===== config.mk =====
export PLATFORM = sky130hd
export DESIGN_NAME = ps2_host_tx
export DESIGN_NICKNAME = d
export VERILOG_FILES = /design/src/rtl/ps2_host_tx.sv
export SDC_FILE = /design/constraint.sdc
export NUM_CORES = 1
export LEC_CHECK = 0
export BUFFER_PORTS_ARGS = -buffer_cell sky130_fd_sc_hd__buf_2
export CORE_ASPECT_RATIO = 0.9
export CORE_MARGIN = 2
export CORE_UTILIZATION = 30
export CTS_CLUSTER_DIAMETER = 200
export DETAILED_ROUTE_END_ITERATION = 8
export GPL_ROUTABILITY_DRIVEN = 1
export PLACE_DENSITY_LB_ADDON = 0.25
export SLEW_MARGIN = 20
export SYNTH_ARGS = -nofsm -noshare
export SYNTH_HDL_FRONTEND = slang
export SYNTH_SLANG_ARGS = --single-unit

===== constraint.sdc =====
create_clock -name clk -period 2.7 [get_ports clk]
set_input_delay 0.675 -clock clk [delete_from_list [all_inputs] [get_ports clk]]
set_output_delay 0.675 -clock clk [all_outputs]
set_load 0.05 [all_outputs]

===== src/rtl/ps2_host_tx.sv =====
// PS/2 host-to-device transmitter: inhibits the clock, issues a request-to-send,
// shifts one command byte plus odd parity and stop bit out on device clock edges, then checks the ack.
module ps2_host_tx #(
    parameter int INHIBIT_CYCLES = 10000,
    parameter int TIMEOUT_CYCLES = 1500000
) (
    input  logic       clk,
    input  logic       rst,
    input  logic [7:0] tx_data,
    input  logic       tx_valid,
    output logic       tx_ready,
    output logic       busy,
    input  logic       ps2_clk_i,
    input  logic       ps2_data_i,
    output logic       ps2_clk_oe,
    output logic       ps2_data_oe,
    output logic       done,
    output logic       nack,
    output logic       timeout
);

    localparam int CW = $clog2((INHIBIT_CYCLES > 16) ? INHIBIT_CYCLES : 16) + 1;
    localparam int TW = $clog2(TIMEOUT_CYCLES) + 1;
    localparam logic [CW-1:0] INH_LAST = CW'(INHIBIT_CYCLES - 1);
    localparam logic [CW-1:0] REQ_LAST = CW'(15);
    localparam logic [TW-1:0] TMO_LAST = TW'(TIMEOUT_CYCLES - 1);

    typedef enum logic [2:0] {
        S_IDLE,
        S_INHIBIT,
        S_REQ,
        S_SEND,
        S_ACK,
        S_WAIT_IDLE
    } state_t;

    function automatic logic odd_parity(input logic [7:0] d);
        return ~^d;
    endfunction

    // Frame order after the start bit: D0..D7, odd parity, stop.
    function automatic logic frame_bit(input logic [7:0] d, input logic [3:0] idx);
        if (idx < 4'd8)
            return d[idx[2:0]];
        else if (idx == 4'd8)
            return odd_parity(d);
        else
            return 1'b1;
    endfunction

    state_t          r_state;
    logic [CW-1:0]   r_cnt;
    logic [TW-1:0]   r_tcnt;
    logic [3:0]      r_bit_cnt;
    logic [7:0]      r_byte;
    logic            r_nack_pend;
    logic            r_tx_ready;
    logic            r_busy;
    logic            r_clk_oe;
    logic            r_data_oe;
    logic            r_done;
    logic            r_nack;
    logic            r_timeout;

    logic            r_clk_s1;
    logic            r_clk_s2;
    logic            r_clk_d;
    logic            r_data_s1;
    logic            r_data_s2;

    logic            w_fall;
    logic            w_in_xfer;
    logic            w_tmo;

    // Lines idle high, so synchronizers reset to 1 to avoid a phantom edge.
    always_ff @(posedge clk or negedge rst) begin
        if (!rst) begin
            r_clk_s1  <= 1'b1;
            r_clk_s2  <= 1'b1;
            r_clk_d   <= 1'b1;
            r_data_s1 <= 1'b1;
            r_data_s2 <= 1'b1;
        end else begin
            r_clk_s1  <= ps2_clk_i;
            r_clk_s2  <= r_clk_s1;
            r_clk_d   <= r_clk_s2;
            r_data_s1 <= ps2_data_i;
            r_data_s2 <= r_data_s1;
        end
    end

    assign w_fall    = r_clk_d & ~r_clk_s2;
    assign w_in_xfer = (r_state == S_SEND) || (r_state == S_ACK) || (r_state == S_WAIT_IDLE);
    assign w_tmo     = w_in_xfer && (r_tcnt == TMO_LAST);

    always_ff @(posedge clk or negedge rst) begin
        if (!rst) begin
            r_state     <= S_IDLE;
            r_cnt       <= '0;
            r_tcnt      <= '0;
            r_bit_cnt   <= '0;
            r_byte      <= '0;
            r_nack_pend <= 1'b0;
            r_tx_ready  <= 1'b1;
            r_busy      <= 1'b0;
            r_clk_oe    <= 1'b0;
            r_data_oe   <= 1'b0;
            r_done      <= 1'b0;
            r_nack      <= 1'b0;
            r_timeout   <= 1'b0;
        end else begin
            r_done <= 1'b0;
            if (w_tmo) begin
                r_clk_oe  <= 1'b0;
                r_data_oe <= 1'b0;
                r_done    <= 1'b1;
                r_timeout <= 1'b1;
                r_nack    <= 1'b0;
                r_state   <= S_IDLE;
            end else begin
                case (r_state)
                    S_IDLE: begin
                        // tx_ready rises one cycle after done, so no byte is taken in the done cycle.
                        r_tx_ready <= 1'b1;
                        r_busy     <= 1'b0;
                        r_clk_oe   <= 1'b0;
                        r_data_oe  <= 1'b0;
                        if (tx_valid && r_tx_ready) begin
                            r_byte     <= tx_data;
                            r_tx_ready <= 1'b0;
                            r_busy     <= 1'b1;
                            r_clk_oe   <= 1'b1;
                            r_cnt      <= '0;
                            r_state    <= S_INHIBIT;
                        end
                    end
                    S_INHIBIT: begin
                        if (r_cnt == INH_LAST) begin
                            r_data_oe <= 1'b1;
                            r_cnt     <= '0;
                            r_state   <= S_REQ;
                        end else begin
                            r_cnt <= r_cnt + 1'b1;
                        end
                    end
                    S_REQ: begin
                        r_bit_cnt <= '0;
                        r_tcnt    <= '0;
                        if (r_cnt == REQ_LAST) begin
                            r_clk_oe <= 1'b0;
                            r_state  <= S_SEND;
                        end else begin
                            r_cnt <= r_cnt + 1'b1;
                        end
                    end
                    S_SEND: begin
                        r_tcnt <= r_tcnt + 1'b1;
                        if (w_fall) begin
                            r_data_oe <= ~frame_bit(r_byte, r_bit_cnt);
                            if (r_bit_cnt == 4'd9)
                                r_state <= S_ACK;
                            else
                                r_bit_cnt <= r_bit_cnt + 1'b1;
                        end
                    end
                    S_ACK: begin
                        r_tcnt <= r_tcnt + 1'b1;
                        if (w_fall) begin
                            r_nack_pend <= r_data_s2;
                            r_state     <= S_WAIT_IDLE;
                        end
                    end
                    S_WAIT_IDLE: begin
                        r_tcnt <= r_tcnt + 1'b1;
                        if (r_clk_s2 && r_data_s2) begin
                            r_done    <= 1'b1;
                            r_nack    <= r_nack_pend;
                            r_timeout <= 1'b0;
                            r_state   <= S_IDLE;
                        end
                    end
                    default: r_state <= S_IDLE;
                endcase
            end
        end
    end

    assign tx_ready    = r_tx_ready;
    assign busy        = r_busy;
    assign ps2_clk_oe  = r_clk_oe;
    assign ps2_data_oe = r_data_oe;
    assign done        = r_done;
    assign nack        = r_nack;
    assign timeout     = r_timeout;

endmodule


==> flow_metrics.py <==
metrics = {
    "clock_network": {
        "post_cts_resized": 0,
        "hold_buffers": 0,
        "root_buffer": "clkbuf_16",
        "cts_sinks": 65,
        "htree_levels": 3,
        "cts_inserted_buffers": 9,
        "cts_tree": "yes",
        "clk_pin_slew_worst_paths_ns": 0.05,
        "post-cts-setup-buffer-count": 0,
        "clock_latency_ns": 0.33,
        "clk_path_buf_depth": 2,
    },
    "timing": {
        "worst-slew-pin-transition_ns": 0.7285,
        "setup_tns_ns": 0,
        "fin_skew_ns": 0.006239,
        "maxSlewViolCount": 0,
        "worst_slack_ns": 0.4705,
        "hold_violations": 0,
        "finalCriticalPeriod_ns": 2.230,
        "slew_headroom_pct": 51.38,
        "setup_viol": 0,
        "timing.final.crit_share_pct": 82.58,
        "fmaxAchievable_mhz": 448.5,
        "rsz0062_at_grt": "false",
    },
    "synthesis": {
        "synth_cells": 361,
        "synth_area_per_cell_sq_um": 9.770,
        "syn-cell-area_sq_mm": 0.003527,
        "yosys_warnings": 0,
        "ys_types": 56,
        "async_flop_share_pct": 100.0,
        "synth_edf_count": 0,
        "ys_ff_latch": 65,
        "ys_seq_area_share_pct": 46.33,
        "syn_nets": 379,
        "synth_flop_cell": "dfrtp_1",
    },
    "flow_run": {
        "cap_violations": 0,
    },
    "power_and_ir_drop": {
        "p_leak_uw": 0.001702,
        "p_total_uw": 2160,
        "ir_worst_vdd_mv": 0.3287,
        "powerDensity_mw_per_mm2": 525.8,
    },
    "final_layout": {
        "n_antenna_cell": 0,
        "drive_gt1_share_pct": 16.67,
        "layout_common_cells": "59 x dfrtp_1, 34 x nor2_1, 24 x nand2_1",
        "final_nets": 403,
        "final_common_cell": "dfrtp_1",
        "syn_to_final_growth_pct": 16.50,
    },
    "floorplan": {
        "num_rows": 37,
        "start_util_pct": 30.85,
        "ioPinCount": 20,
        "die-area_sq_mm": 0.01264,
        "core-area_sq_mm": 0.01143,
        "die_h_um": 106.9,
        "die_w_um": 118.3,
    },
    "place": {
        "dpl.hpwl_um": 5514,
        "io_buffers": 19,
        "pre_cts_ws_ns": 0.5105,
        "gp_congestion": 0.8040,
    },
    "route": {
        "drt-total-wl_um": 7630,
        "wl_per_cell_um": 13.97,
        "first_iter_violations": 200,
        "drcViolationCount": 0,
        "antenna_left": 0,
        "first_pass_iters": 4,
        "vias": 2823,
        "vias_per_cell": 5.170,
    },
    "critical_path": {
        "crit_type": "register to register",
        "cp_max_fo": 12,
        "start_kind": "register",
        "crit_path_end_kind": "register",
        "worstPathArrival_ns": 2.48,
        "cp.required_ns": 2.95,
    },
    "worst_hold_path": {
        "hold_path.class": "register to register",
    },
    "global_routing": {
        "grt-ovfl-total": 0,
        "gr-usage-all-layers_pct": 12.93,
        "antenna_found_initial": 0,
        "grt_pass1_wl_um": 13290,
        "grt_pass1_vias": 2704,
        "grt_max_degree": 36,
    },
    "run_status": {
        "status": "complete, no violations",
    },
}
cell usage after synthesis (3+ instances only):
cell type | count | area [sq um]
dfstp_2 | 6 | 157.7
xnor2_1 | 17 | 148.9
nand2_1 | 24 | 90.09
nor4_1 | 3 | 18.77
o31ai_1 | 6 | 45.04
o211ai_1 | 7 | 52.55
nor3_1 | 8 | 40.04
mux2i_1 | 3 | 30.03
a21o_1 | 4 | 30.03
a211oi_1 | 4 | 30.03
nor2b_1 | 3 | 18.77
or3_1 | 12 | 75.07
buf_2 | 3 | 15.01
nand2b_1 | 3 | 18.77
a31oi_1 | 4 | 25.02
nor2_1 | 34 | 127.6
and3_1 | 8 | 50.05
o21ai_0 | 15 | 75.07
ha_1 | 5 | 62.56
dfrtp_1 | 59 | 1476
nand3_1 | 14 | 70.07
inv_1 | 8 | 30.03
a21oi_1 | 21 | 105.1
o21ai_1 | 3 | 15.01
and4_1 | 5 | 43.79
or4_1 | 6 | 45.04
clkbuf_1 | 9 | 33.78
nand4_1 | 15 | 93.84
xor2_1 | 8 | 70.07
mux2_2 | 8 | 90.09
worst paths after layout:
kind | startpoint | to | slack (ns) | cells after the start
worst max register to register | r_state[1] | r_tcnt[9] | 0.47 | 6
max in group asynchronous | rst | tx_ready | 1.95 | 2
worst max-delay path | r_state[1] | r_tcnt[9] | 0.47 | 6
min in group asynchronous | rst | r_tcnt[6] | 0.38 | 2
worst min register to register | r_data_s1 | r_data_s2 | 0.36 | 0
worst min-delay path | r_data_s1 | r_data_s2 | 0.36 | 0
sequential cells by signal, indices dropped and copies added, names as in the netlist:
register,cells
r_data_s2,1
r_clk_s1,1
busy,1
r_cnt,15
r_clk_s2,1
r_state,3
timeout,1
r_bit_cnt,4
r_data_s1,1
ps2_clk_oe,1
ps2_data_oe,1
nack,1
r_tcnt,22
r_byte,8
r_nack_pend,1
tx_ready,1
r_clk_d,1
done,1
worst max-delay path, stage by stage, from the launching register on:
cell,delay [ns]
dfrtp_1,0.51
nor2b_1,0.40
a21o_1,0.20
o21ai_1,0.20
buf_4,0.23
or4_1,0.47
a21oi_1,0.15
layer usage:
metal	part of all wire [%]	wire (um)	up-vias	GRT usage (%)
li1	-	-	1389	-
met4	1.9	142	0	5.938
met5	0	0	-	0
met1	50	3814	1382	18.12
met2	45	3471	42	19.74
met3	2.6	201	10	1.915
power by group:
part | internal (uW) | switching [uW] | total [uW]
sequential | 982 | 2.42 | 984
clock | 735 | 407 | 1140
combinational | 9.58 | 24.7 | 34.3
through the flow:
stage               hold WS [ns]  utilization (%)  area (sq um)  std cells
finish                    0.3554            35.93          4109        546
global route              0.3620            35.93          4109        546
CTS                       0.3569            35.93          4109        546
detailed placement        0.3495            33.38          3817        530
global placement          0.3516            33.38          3817        530
floorplan                 0.3452                -          3527        361
layout make-up:
| cell class | instances | area [sq um] |
|---|---|---|
| timing repair buffer | 28 | 162.7 |
| fill | 1165 | 7326 |
| sequential | 65 | 1634 |
| tap | 156 | 195.2 |
| multi-input combinational | 271 | 1788 |
| clock inverter | 4 | 45.04 |
| clock buffer | 12 | 246.5 |
| inverter | 10 | 37.54 |
logic make-up (layout without fill, tap and decap cells):
| kind of cell | after synthesis | in the layout | share of synthesized area, % |
|---|---|---|---|
| and+or+nand+nor | 147 | 147 | 22.56 |
| AOI/OAI and AO/OA | 79 | 79 | 14.83 |
| DFF | 65 | 65 | 46.33 |
| xor gates and xnor gates | 25 | 25 | 6.208 |
| buffers and inverters | 25 | 54 | 2.980 |
| muxes | 15 | 15 | 5.321 |
| adders and majority gates | 5 | 5 | 1.774 |
Note: power is estimated with default switching activity, not from simulation.
